### src/rtl/cpu_pkg.sv
// Shared pipeline-control types: forward select encoding, per-slot destination tag
// and the zero-register index.
package cpu_pkg;

  localparam int TAG_RD_W = 5;
  localparam int XZR      = 31;

  typedef enum logic [1:0] {
    FWD_REG = 2'b00,
    FWD_WB  = 2'b01,
    FWD_MEM = 2'b10
  } fwd_sel_t;

  typedef struct packed {
    logic                valid;
    logic [TAG_RD_W-1:0] rd;
    logic                reg_write;
    logic                mem_read;
  } stage_tag_t;

  localparam stage_tag_t TAG_BUBBLE = '0;

  // The zero register is never a real destination, so it never matches.
  function automatic logic tag_writes(input logic                valid,
                                      input logic                reg_write,
                                      input logic [TAG_RD_W-1:0] rd,
                                      input logic [TAG_RD_W-1:0] r,
                                      input logic [TAG_RD_W-1:0] zero_reg);
    return valid & reg_write & (rd == r) & (r != zero_reg);
  endfunction

endpackage

### src/rtl/hazard_forward_unit_if.sv
// ID-stage instruction fields in, EX forward selects / stall / shadow tags out.
interface hazard_forward_unit_if #(
  parameter int REG_W = 5,
  parameter int CNT_W = 16
);
  import cpu_pkg::*;

  logic             id_valid;
  logic [REG_W-1:0] id_rn;
  logic [REG_W-1:0] id_rm;
  logic             id_uses_rn;
  logic             id_uses_rm;
  logic [REG_W-1:0] id_rd;
  logic             id_reg_write;
  logic             id_mem_read;
  logic             flush;
  fwd_sel_t         forwardA;
  fwd_sel_t         forwardB;
  logic             stall;
  logic [CNT_W-1:0] stall_count;
  stage_tag_t       ex_tag;
  stage_tag_t       mem_tag;
  stage_tag_t       wb_tag;

  modport master (
    output id_valid, id_rn, id_rm, id_uses_rn, id_uses_rm,
           id_rd, id_reg_write, id_mem_read, flush,
    input  forwardA, forwardB, stall, stall_count, ex_tag, mem_tag, wb_tag
  );

  modport slave (
    input  id_valid, id_rn, id_rm, id_uses_rn, id_uses_rm,
           id_rd, id_reg_write, id_mem_read, flush,
    output forwardA, forwardB, stall, stall_count, ex_tag, mem_tag, wb_tag
  );

endinterface

### src/rtl/fwd_select.sv
// Chooses the operand source for one ID source register from the EX and MEM
// producer tags; the nearest non-load producer wins.
module fwd_select
  import cpu_pkg::*;
#(
  parameter int REG_W    = 5,
  parameter int ZERO_REG = XZR
) (
  input  stage_tag_t       i_ex_tag,
  input  stage_tag_t       i_mem_tag,
  input  logic [REG_W-1:0] i_src,
  input  logic             i_use,
  output fwd_sel_t         o_sel
);

  localparam logic [REG_W-1:0] ZR = REG_W'(ZERO_REG);

  logic w_ex_hit;
  logic w_mem_hit;
  logic w_unused_mem_read;

  // A load still in EX has no data yet; that case is resolved by the stall.
  assign w_ex_hit  = i_use & ~i_ex_tag.mem_read &
                     tag_writes(i_ex_tag.valid, i_ex_tag.reg_write, i_ex_tag.rd, i_src, ZR);
  assign w_mem_hit = i_use &
                     tag_writes(i_mem_tag.valid, i_mem_tag.reg_write, i_mem_tag.rd, i_src, ZR);

  assign w_unused_mem_read = i_mem_tag.mem_read;

  always_comb begin
    o_sel = FWD_REG;
    if (w_ex_hit) begin
      o_sel = FWD_MEM;
    end else if (w_mem_hit) begin
      o_sel = FWD_WB;
    end
  end

endmodule

### src/rtl/hazard_forward_unit.sv
// EX-stage forwarding and load-use stall control, tracking its own shadow copy of
// the EX/MEM/WB destination tags.
module hazard_forward_unit
  import cpu_pkg::*;
#(
  parameter int REG_W    = 5,
  parameter int ZERO_REG = XZR,
  parameter int CNT_W    = 16
) (
  input  logic                  clk,
  input  logic                  reset,
  hazard_forward_unit_if.slave  bus
);

  localparam logic [REG_W-1:0] ZR = REG_W'(ZERO_REG);

  stage_tag_t       r_ex;
  stage_tag_t       r_mem;
  stage_tag_t       r_wb;
  fwd_sel_t         r_fwd_a;
  fwd_sel_t         r_fwd_b;
  logic [CNT_W-1:0] r_stall_cnt;

  stage_tag_t w_id_tag;
  fwd_sel_t   w_sel_a;
  fwd_sel_t   w_sel_b;
  logic       w_load_hit;
  logic       w_stall;
  logic       w_advance;

  // Load in EX whose destination the ID instruction reads: hold one cycle.
  assign w_load_hit = (bus.id_uses_rn & tag_writes(r_ex.valid, r_ex.reg_write, r_ex.rd, bus.id_rn, ZR)) |
                      (bus.id_uses_rm & tag_writes(r_ex.valid, r_ex.reg_write, r_ex.rd, bus.id_rm, ZR));
  assign w_stall    = bus.id_valid & r_ex.mem_read & w_load_hit & ~bus.flush;
  assign w_advance  = ~w_stall & ~bus.flush;

  always_comb begin
    w_id_tag           = TAG_BUBBLE;
    w_id_tag.valid     = bus.id_valid;
    w_id_tag.rd        = bus.id_rd;
    w_id_tag.reg_write = bus.id_reg_write;
    w_id_tag.mem_read  = bus.id_mem_read;
  end

  fwd_select #(.REG_W(REG_W), .ZERO_REG(ZERO_REG)) u_fwd_a (
    .i_ex_tag  (r_ex),
    .i_mem_tag (r_mem),
    .i_src     (bus.id_rn),
    .i_use     (bus.id_uses_rn & bus.id_valid & w_advance),
    .o_sel     (w_sel_a)
  );

  fwd_select #(.REG_W(REG_W), .ZERO_REG(ZERO_REG)) u_fwd_b (
    .i_ex_tag  (r_ex),
    .i_mem_tag (r_mem),
    .i_src     (bus.id_rm),
    .i_use     (bus.id_uses_rm & bus.id_valid & w_advance),
    .o_sel     (w_sel_b)
  );

  always_ff @(posedge clk or posedge reset) begin
    if (reset) begin
      r_ex        <= TAG_BUBBLE;
      r_mem       <= TAG_BUBBLE;
      r_wb        <= TAG_BUBBLE;
      r_fwd_a     <= FWD_REG;
      r_fwd_b     <= FWD_REG;
      r_stall_cnt <= '0;
    end else begin
      r_wb    <= r_mem;
      r_mem   <= r_ex;
      r_ex    <= w_advance ? w_id_tag : TAG_BUBBLE;
      r_fwd_a <= w_sel_a;
      r_fwd_b <= w_sel_b;
      if (w_stall && (r_stall_cnt != {CNT_W{1'b1}})) begin
        r_stall_cnt <= r_stall_cnt + 1'b1;
      end
    end
  end

  assign bus.forwardA    = r_fwd_a;
  assign bus.forwardB    = r_fwd_b;
  assign bus.stall       = w_stall;
  assign bus.stall_count = r_stall_cnt;
  assign bus.ex_tag      = r_ex;
  assign bus.mem_tag     = r_mem;
  assign bus.wb_tag      = r_wb;

endmodule

### src/flat_wrapper.sv
// flat-port wrapper written by rule: the top's interface ports become plain ports
module hazard_forward_unit_flat import cpu_pkg::*;
#(
  parameter int REG_W    = 5,
  parameter int ZERO_REG = XZR,
  parameter int CNT_W    = 16
)
  (clk, reset, bus_id_valid, bus_id_rn, bus_id_rm, bus_id_uses_rn, bus_id_uses_rm, bus_id_rd, bus_id_reg_write, bus_id_mem_read, bus_flush, bus_forwardA, bus_forwardB, bus_stall, bus_stall_count, bus_ex_tag, bus_mem_tag, bus_wb_tag);
  hazard_forward_unit_if #(.REG_W(REG_W), .CNT_W(CNT_W)) bus_i ();
  input  logic clk;
  input  logic reset;
  input wire logic [$bits(bus_i.id_valid)-1:0] bus_id_valid;
  input wire logic [$bits(bus_i.id_rn)-1:0] bus_id_rn;
  input wire logic [$bits(bus_i.id_rm)-1:0] bus_id_rm;
  input wire logic [$bits(bus_i.id_uses_rn)-1:0] bus_id_uses_rn;
  input wire logic [$bits(bus_i.id_uses_rm)-1:0] bus_id_uses_rm;
  input wire logic [$bits(bus_i.id_rd)-1:0] bus_id_rd;
  input wire logic [$bits(bus_i.id_reg_write)-1:0] bus_id_reg_write;
  input wire logic [$bits(bus_i.id_mem_read)-1:0] bus_id_mem_read;
  input wire logic [$bits(bus_i.flush)-1:0] bus_flush;
  output wire logic [$bits(bus_i.forwardA)-1:0] bus_forwardA;
  output wire logic [$bits(bus_i.forwardB)-1:0] bus_forwardB;
  output wire logic [$bits(bus_i.stall)-1:0] bus_stall;
  output wire logic [$bits(bus_i.stall_count)-1:0] bus_stall_count;
  output wire logic [$bits(bus_i.ex_tag)-1:0] bus_ex_tag;
  output wire logic [$bits(bus_i.mem_tag)-1:0] bus_mem_tag;
  output wire logic [$bits(bus_i.wb_tag)-1:0] bus_wb_tag;
  assign bus_i.id_valid = bus_id_valid;
  assign bus_i.id_rn = bus_id_rn;
  assign bus_i.id_rm = bus_id_rm;
  assign bus_i.id_uses_rn = bus_id_uses_rn;
  assign bus_i.id_uses_rm = bus_id_uses_rm;
  assign bus_i.id_rd = bus_id_rd;
  assign bus_i.id_reg_write = bus_id_reg_write;
  assign bus_i.id_mem_read = bus_id_mem_read;
  assign bus_i.flush = bus_flush;
  assign bus_forwardA = bus_i.forwardA;
  assign bus_forwardB = bus_i.forwardB;
  assign bus_stall = bus_i.stall;
  assign bus_stall_count = bus_i.stall_count;
  assign bus_ex_tag = bus_i.ex_tag;
  assign bus_mem_tag = bus_i.mem_tag;
  assign bus_wb_tag = bus_i.wb_tag;
  hazard_forward_unit #(.REG_W(REG_W), .ZERO_REG(ZERO_REG), .CNT_W(CNT_W)) u_core (.clk(clk), .reset(reset), .bus(bus_i));
endmodule
### config.mk
export PLATFORM = sky130hd
export DESIGN_NAME = hazard_forward_unit_flat
export DESIGN_NICKNAME = d
export VERILOG_FILES = /design/src/rtl/cpu_pkg.sv /design/src/rtl/hazard_forward_unit_if.sv /design/src/rtl/fwd_select.sv /design/src/rtl/hazard_forward_unit.sv /design/src/flat_wrapper.sv
export SDC_FILE = /design/constraint.sdc
export NUM_CORES = 1
export LEC_CHECK = 0
export BUFFER_PORTS_ARGS = -buffer_cell sky130_fd_sc_hd__buf_2
export CAP_MARGIN = 20
export CELL_PAD_IN_SITES_DETAIL_PLACEMENT = 0
export CELL_PAD_IN_SITES_GLOBAL_PLACEMENT = 1
export CORE_ASPECT_RATIO = 0.7
export CORE_UTILIZATION = 40
export DETAILED_ROUTE_END_ITERATION = 7
export GPL_TIMING_DRIVEN = 0
export PLACE_DENSITY = 0.94
export SYNTH_ARGS = -nofsm -noshare
export SYNTH_HDL_FRONTEND = slang
export SYNTH_SLANG_ARGS = --single-unit
### constraint.sdc
create_clock -name clk -period 3.71 [get_ports clk]
set_input_delay 0.1855 -clock clk [delete_from_list [all_inputs] [get_ports clk]]
set_output_delay 0.1855 -clock clk [all_outputs]
set_load 0.01 [all_outputs]
==> results of run 1 <==
cells by family after synthesis:
family / Yosys count
multiplexers: 1
XOR/XNOR: 34
AO/OA/AOI/OAI: 4
flip-flops: 44
adder cells (fa/ha/maj): 1
AND/OR/NAND/NOR: 65
buffers and inverters: 4
routing by layer:
metal / up-vias / routed length (um) / global-route usage, %
met2: 48 / 1580 / 23.7
met5: - / 0 / 0
li1: 682 / - / -
met3: 4 / 292 / 4.97
met4: 0 / 35 / 4.36
met1: 661 / 1990 / 27.2
path summary, 6_finish.rpt:
check                           slack (ps)  cells past startpoint                            start                                endpoint
worst max register to register        1420                      6   u_core.bus.ex_tag[5]$_DFF_PP0_   u_core.bus.stall_count[1]$_DFFE_PP0P_
min in group asynchronous              380                      3                            reset  u_core.bus.stall_count[12]$_DFFE_PP0P_
worst max-delay path                  1160                      6   u_core.bus.ex_tag[5]$_DFF_PP0_                               bus_stall
worst min register to register         370                      0  u_core.bus.mem_tag[0]$_DFF_PP0_          u_core.bus.wb_tag[0]$_DFF_PP0_
worst min-delay path                   100                      2                  bus_id_mem_read          u_core.bus.ex_tag[0]$_DFF_PP0_
max in group asynchronous             2870                      4                            reset          u_core.bus.ex_tag[7]$_DFF_PP0_
critical path, delay by kind of cell, from the launching register on:
kind,cells,cell delay (ps)
flip-flops,1,460
AO/OA/AOI/OAI,1,450
AND/OR/NAND/NOR,2,620
buffers and inverters,2,360
XOR/XNOR,1,180
cell type report:
type,instances,share of cell area (%)
Timing Repair Buffer,69,15.1
Clock buffer,6,3.40
Tap cell,55,2.84
Multi-Input combinational cell,105,31.8
Clock inverter,2,0.413
Inverter,1,0.155
Buffer,3,0.928
Sequential cell,44,45.4
state kept, by name (all words and copies together) (netlist names):
signal	flops
u_core.bus.wb_tag	8
u_core.bus.ex_tag	8
u_core.bus.mem_tag	8
u_core.bus.forwardA	2
u_core.bus.stall_count	16
u_core.bus.forwardB	2
metrics by stage:
stage               hold WS, ps  instances  cell area, um^2  utilization [%]
finish                     99.6        285             2430             54.5
global route               79.3        285             2430             54.5
floorplan                   314        153             1900                -
global placement            372        275             2300             51.7
CTS                        91.4        285             2430             54.5
detailed placement          156        276             2320             52.2
power by group through the flow:
| stage | clock network, mW | logic (mW) | registers (mW) |
|---|---|---|---|
| after floorplan | 0 | 0.0314 | 0.519 |
| after global placement | 0 | 0.0740 | 0.515 |
| final | 0.294 | 0.0775 | 0.506 |
| after detailed placement | 0 | 0.0779 | 0.515 |
| after CTS | 0.307 | 0.0788 | 0.506 |
| after global routing | 0.334 | 0.0861 | 0.508 |
cells in the mapped netlist (2+ instances only):
cell / number / area (um^2)
and3_1: 11 / 68.8
dfrtp_1: 44 / 1100
nand3_2: 7 / 70.1
nand3_1: 8 / 40.0
and4_1: 4 / 35.0
nor4_1: 2 / 12.5
nand4_1: 5 / 31.3
nor3_1: 2 / 10.0
xor2_1: 12 / 105
and2_1: 9 / 56.3
xnor2_1: 22 / 193
nor2_1: 5 / 18.8
nand2_1: 7 / 26.3
repair_timing:
action                                 4_1_cts  5_1_grt
setup endpoints to repair                    0        0
endpoints found under the hold margin       12        0
buffers inserted                             0        0
hold buffers                                 1        0
==> impl_metrics.ini, run 1 <==
[outcome]
violations = DRC
status = finished, violations left

[floorplanning]
die_w_um = 84.4
core-area_um2 = 4450
initial_core_util_pct = 42.6
dieArea_um2 = 5030
rows = 20
fp.dieH_um = 59.7
num_io_pins = 68

[global_route]
grt_pass1_wl_um = 6500
grt_util_all_layers_pct = 17.4
antenna_found_initial = 0
grt_pass1_vias = 1270
grt.overflow.total = 0
grt_start_max_net_pins = 33

[cts]
cts-resized-gates = 0
numCtsBuffers = 5
cts_max_level = 2
path_clk_slew_ps = 80
clk_latency_ps = 290
clkSinkCount = 44
cts_tree = yes
clk_path_buf_depth = 2
clockRootBuffer = clkbuf_8

[timing]
fin_crit_ps = 2550
fin_crit_sh_pct = 68.8
finalHoldViolCount = 0
fin_ws_ps = 1160
slew_violations = 0
finalSetupViolCount = 0
slew_headroom_pct = 71.5
rsz0062_at_grt = false
skew_ps = 6.36
setup_tns_ps = 0
tightestPinTransition_ps = 426
fmax_mhz = 392

[synth]
synthCells = 153
synth_nets = 177
synth_edf_count = 0
synth_top_family_by_area = simple AND/OR/NAND/NOR gates
yosysSeqAreaShare_pct = 58.0
synth_ff_type = dfrtp_1
ys_types = 28
yosysWarnings = 0
ys_ff_latch = 44
synth-xor-area-share_pct = 15.7
synth_compound_area_share_pct = 1.91
syn_area_um2 = 1900
synthSimpleGateAreaFrac_pct = 21.8
synth-adder-area-share_pct = 0.659
async_flop_share_pct = 100
postSynthAreaPerCell_um2 = 12.4
synthMuxAreaShare_pct = 0.593

[route]
post_drt_wl_per_cell_um = 13.7
totalWireLength_um = 3900
drt_iter0_drc = 96
remaining_drc_errors = 8
ant_nets = 0
dr.pass1.iters = 6
num_vias = 1395
avgViaCountPerCell = 4.89

[run]
maxCapViolCount = 0

[power]
powerDensity_nw_per_um2 = 362
pwr-share-clk_pct = 33.5
p_sw_share_pct = 22.8
switching_power_mw = 0.200
p_comb_share_pct = 8.8
p_int_mw = 0.677
finalPower_mw = 0.877
p_leak_nw = 1.27
ir_drop_mv = 0.202
p_seq_share_pct = 57.6

[layout]
final_common_cell = buf_2
final_cell_mix = buf_2, dfrtp_1, xnor2_1, xor2_1, and3_1
nFillCells = 413
layout-drive-gt1-share_pct = 38.7
regArea_um2 = 1100
areaGrowthSynthToFinish_pct = 27.7
multi_input_area_um2 = 772
final_nets = 253
antenna_cells = 0

[setup_path]
critPathMaxFanout = 10
worstPathRequired_ps = 3520
critPathKind = flop to primary output
crit_path_cell_trace = xnor2_1, nand4_1, or4_4, a211oi_4, buf_6, buf_2
start_kind = flop
cp_slowest_stage_delay_ps = 520
cpMaxStageDelayCell = or4_4
arrival_ps = 2370
worst_setup_path_end_kind = primary output

[placement]
post-place-ws_ps = 1420
dpl.hpwl_um = 3110
place.gp.congestion = 0.865
io_buffers = 67

[hold_path]
hp-class = primary input to flop
Note: power is estimated with default switching activity, not from simulation.
==> run 2, diff against run 1 <==
Settings changed: CORE_UTILIZATION 40 to 38, PLACE_DENSITY 0.94 to 0.9.
Clock period 3.71 ns to 2.35 ns, I/O delays scaled along.
==> impl_metrics.ini, run 2 (synthesized netlist as in run 1, its figures left out) <==
[layout]
layout-drive-gt1-share_pct = 39.7
final_common_cell = buf_2
nFillCells = 464
final_nets = 255
final_cell_count_no_fill = 301
antenna_cells = 0
final_cell_area_um2 = 2460
final_cell_mix = buf_2, dfrtp_1, xnor2_1, xor2_1, and3_1
areaGrowthSynthToFinish_pct = 29.7
largest_reg_flops = 16

[setup_path]
worst_setup_path_end_kind = primary output
critPathMaxFanout = 7
worstPathRequired_ps = 2230
arrival_ps = 2160
critPathKind = flop to primary output
start_kind = flop

[route]
ant_nets = 0
totalWireLength_um = 4180
dr.pass1.iters = 4
num_vias = 1395
drt_iter0_drc = 88
post_drt_wl_per_cell_um = 13.9
avgViaCountPerCell = 4.63
remaining_drc_errors = 0

[timing]
rsz0062_at_grt = true
fmax_mhz = 438
skew_ps = 3.90
slew_violations = 0
finalHoldViolCount = 0
tightestPinTransition_ps = 897
slew_headroom_pct = 40.1
fin_crit_ps = 2280
fin_crit_sh_pct = 97.1
finalSetupViolCount = 0

[floorplanning]
dieArea_um2 = 5290
core-area_um2 = 4780
num_io_pins = 68
rows = 21
initial_core_util_pct = 39.7
die_w_um = 86.5
fp.dieH_um = 61.2

[placement]
place.gp.congestion = 0.840
dp_cells = 289
place_area_um2 = 2320
io_buffers = 67
dpl.hpwl_um = 3220

[run]
maxCapViolCount = 0

[power]
p_leak_nw = 1.28
powerDensity_nw_per_um2 = 594
ir_drop_mv = 0.269

[cts]
cts_max_level = 2
cts_hold_buf = 0
numCtsBuffers = 5
clk_latency_ps = 280
cts_tree = yes
clk_path_buf_depth = 2
clockRootBuffer = clkbuf_8
clkSinkCount = 44
path_clk_slew_ps = 80

[hold_path]
hp-class = primary input to async pin

[global_route]
grt_util_all_layers_pct = 16.8
grt_pass1_vias = 1227
antenna_found_initial = 0
grt_start_max_net_pins = 45
grt_pass1_wl_um = 6520
grt.overflow.total = 0

[outcome]
status = complete, no violations
run 2: power breakdown:
part	internal [mW]	switching, mW	total [mW]
combinational	0.0525	0.0641	0.117
sequential	0.778	0.0221	0.800
clock	0.315	0.231	0.546
run 2: cell type report:
| type | instances | area (um^2) | area share [%] |
|---|---|---|---|
| plain buffers | 3 | 22.5 | 0.914 |
| inverters | 1 | 3.75 | 0.152 |
| multi-input cells | 105 | 772 | 31.3 |
| well taps | 69 | 86.3 | 3.50 |
| repair buffers | 71 | 369 | 15.0 |
| flip-flops and latches | 44 | 1100 | 44.7 |
| clock inverters | 2 | 35.0 | 1.42 |
| clock buffers | 6 | 72.6 | 2.95 |
run 2: per-layer routing:
metal | share of wire (%) | global-route usage [%] | vias to the layer above
met4 | 0.65 | 5.00 | 0
met3 | 5.4 | 4.02 | 2
met1 | 51 | 25.6 | 665
met2 | 43 | 23.8 | 42
li1 | - | - | 686
met5 | 0 | 0 | -
run 2: worst paths after layout:
| kind | depth (start not counted) | slack (ps) | endpoint | startpoint |
|---|---|---|---|---|
| setup / recovery | 6 | 70 | bus_stall | u_core.bus.ex_tag[6]$_DFF_PP0_ |
| hold / removal | 2 | 30 | u_core.bus.wb_tag[0]$_DFF_PP0_ | reset |
| setup reg to reg | 7 | 100 | u_core.bus.stall_count[1]$_DFFE_PP0P_ | u_core.bus.ex_tag[6]$_DFF_PP0_ |
| hold reg to reg | 0 | 370 | u_core.bus.wb_tag[0]$_DFF_PP0_ | u_core.bus.mem_tag[0]$_DFF_PP0_ |
| max in group asynchronous | 2 | 1710 | u_core.bus.ex_tag[3]$_DFF_PP0_ | reset |
| min in group clk | 2 | 30 | u_core.bus.ex_tag[5]$_DFF_PP0_ | bus_id_rd[3] |
run 2: timing repair:
action                                 4_1_cts  5_1_grt
resized for setup                            0        2
pin swaps                                    1        2
setup endpoints to repair                    1        1
endpoints found under the hold margin        0        0
setup buffers                                1        3
run 2: worst max-delay path, stage by stage, from the launching register on:
cell and delay [ps]:
dfrtp_1 450, xnor2_1 200, nand4_1 110, or4_4 520, a211oi_4 310, buf_6 170, buf_2 130
run 2: per-stage QoR:
stage | power (mW) | utilization (%) | worst slack (ps) | hold slack [ps] | setup TNS (ps)
after floorplan | 0.869 | - | 238 | 246 | 0
after global placement | 0.930 | 48.5 | 78.8 | 325 | 0
after detailed placement | 0.933 | 48.5 | 31.0 | 327 | 0
after CTS | 1.49 | 50.9 | 48.7 | 25.0 | 0
after global routing | 1.54 | 51.5 | -19.2 | 9.62 | -19.2
final | 1.46 | 51.5 | 69.2 | 27.8 | 0
==> run 3, diff against run 2 <==
Settings changed: BUFFER_PORTS_ARGS -buffer_cell sky130_fd_sc_hd__buf_2 to -buffer_cell sky130_fd_sc_hd__buf_4, CORE_MARGIN set to 2, CTS_CLUSTER_DIAMETER set to 60.
==> impl_metrics.ini, run 3 (synthesized netlist as in run 1, its figures left out) <==
[setup_path]
worst_setup_path_end_kind = primary output
worstPathRequired_ps = 2230
cp_num_buf_inv = 2
cp_slowest_stage_delay_ps = 460
cpMaxStageDelayCell = dfrtp_2
cp_top_family = simple AND/OR/NAND/NOR gates
critPathKind = flop to primary output
critPathMaxFanout = 7
crit_path_cell_trace = xnor2_1, nand4_1, or4_4, a211oi_4, buf_6, buf_4
start_kind = flop
arrival_ps = 2090

[floorplanning]
dieArea_um2 = 5590
num_io_pins = 68
die_w_um = 88.5
core-area_um2 = 4810
fp.dieH_um = 63.2
initial_core_util_pct = 39.5
rows = 21

[timing]
skew_ps = 5.33
finalSetupViolCount = 0
tightestPinTransition_ps = 877
fmax_mhz = 453
fin_crit_ps = 2210
fin_crit_sh_pct = 93.9
slew_headroom_pct = 41.4
slew_violations = 0
finalHoldViolCount = 0
setup_tns_ps = 0
rsz0062_at_grt = false
fin_ws_ps = 144

[layout]
final_common_cell = buf_4
areaGrowthSynthToFinish_pct = 41.2
final_cell_count_no_fill = 304
largest_reg_flops = 16
final_nets = 258
antenna_cells = 0
final_cell_mix = buf_4, dfrtp_1, xnor2_1, xor2_1, and3_1
layout-drive-gt1-share_pct = 42.1

[cts]
path_clk_slew_ps = 80
clockRootBuffer = clkbuf_8
clk_path_buf_depth = 2
clkSinkCount = 44
cts_tree = yes
cts_max_level = 2
clk_latency_ps = 280
numCtsBuffers = 5

[placement]
place.gp.congestion = 0.860
post-place-ws_ps = 41.0
io_buffers = 67
dp_cells = 289

[global_route]
grt_pass1_wl_um = 6630
antenna_found_initial = 0
grt_start_max_net_pins = 45
grt.overflow.total = 0
grt_pass1_vias = 1258
grt_util_all_layers_pct = 15.6

[power]
powerDensity_nw_per_um2 = 580
finalPower_mw = 1.56
p_leak_nw = 1.33
ir_drop_mv = 0.289

[route]
ant_nets = 0
avgViaCountPerCell = 4.63
drt_iter0_drc = 78
totalWireLength_um = 4260
post_drt_wl_per_cell_um = 14.0
num_vias = 1408
remaining_drc_errors = 0
dr.pass1.iters = 4

[hold_path]
hp-class = primary input to async pin

[outcome]
status = complete, no violations

[run]
maxCapViolCount = 0
-- run 3: changes by cell type in the layout (fill, tap and decap cells not counted), sizes merged --
cell | previous run | this run
buf | 73 | 76
clkbuf | 7 | 8
clkinv | 1 | 0
-- run 3: metrics by stage --
step / hold slack, ps / cell area [um^2] / utilization, %
detailed placement: 329 / 2490 / 51.8
floorplan: 246 / 1900 / -
global placement: 327 / 2490 / 51.8
finish: 19.9 / 2680 / 55.8
global route: 19.8 / 2680 / 55.8
CTS: 25.4 / 2620 / 54.5
-- run 3: final timing paths --
| kind | cells after the start | end | slack, ps | from |
|---|---|---|---|---|
| worst max-delay path | 6 | bus_stall | 140 | u_core.bus.ex_tag[5]$_DFF_PP0_ |
| worst min-delay path | 2 | u_core.bus.stall_count[10]$_DFFE_PP0P_ | 20 | reset |
| worst max register to register | 7 | u_core.bus.stall_count[1]$_DFFE_PP0P_ | 150 | u_core.bus.ex_tag[5]$_DFF_PP0_ |
| worst min register to register | 0 | u_core.bus.wb_tag[0]$_DFF_PP0_ | 380 | u_core.bus.mem_tag[0]$_DFF_PP0_ |
| max in group asynchronous | 2 | u_core.bus.ex_tag[2]$_DFF_PP0_ | 1720 | reset |
| min in group clk | 2 | u_core.bus.ex_tag[1]$_DFF_PP0_ | 40 | bus_id_reg_write |
-- run 3: report_power, final --
group | leakage, nW | internal [mW] | total [mW] | switching (mW)
Sequential | 0.585 | 0.778 | 0.802 | 0.0236
Combinational | 0.683 | 0.0764 | 0.142 | 0.0661
Clock | 0.0645 | 0.375 | 0.612 | 0.237
Total | 1.33 | 1.23 | 1.56 | 0.327
-- run 3: what timing repair did --
| item | in CTS | in global routing |
|---|---|---|
| resized for setup | 0 | 5 |
| hold buffers | 0 | 0 |
| pin swaps | 1 | 4 |
| setup buffers | 1 | 6 |
| endpoints found under the setup margin | 1 | 2 |
| endpoints found under the hold margin | 0 | 0 |
| gates cloned | 0 | 0 |
-- run 3: layer usage --
metal | GRT usage [%] | share of wire [%] | up-vias
li1 | - | - | 693
met1 | 27.0 | 54 | 667
met2 | 18.2 | 39 | 46
met3 | 4.06 | 5.9 | 2
met4 | 4.55 | 0.63 | 0
met5 | 0 | 0 | -
-- run 3: cell type report --
| type | count | area (um^2) |
|---|---|---|
| fill | 402 | 2130 |
| sequential | 44 | 1100 |
| multi-input combinational | 105 | 779 |
| timing repair buffer | 74 | 559 |
| clock buffer | 7 | 96.3 |
| tap | 69 | 86.3 |
| clock inverter | 1 | 30.0 |
| buffer | 3 | 22.5 |
| inverter | 1 | 3.75 |
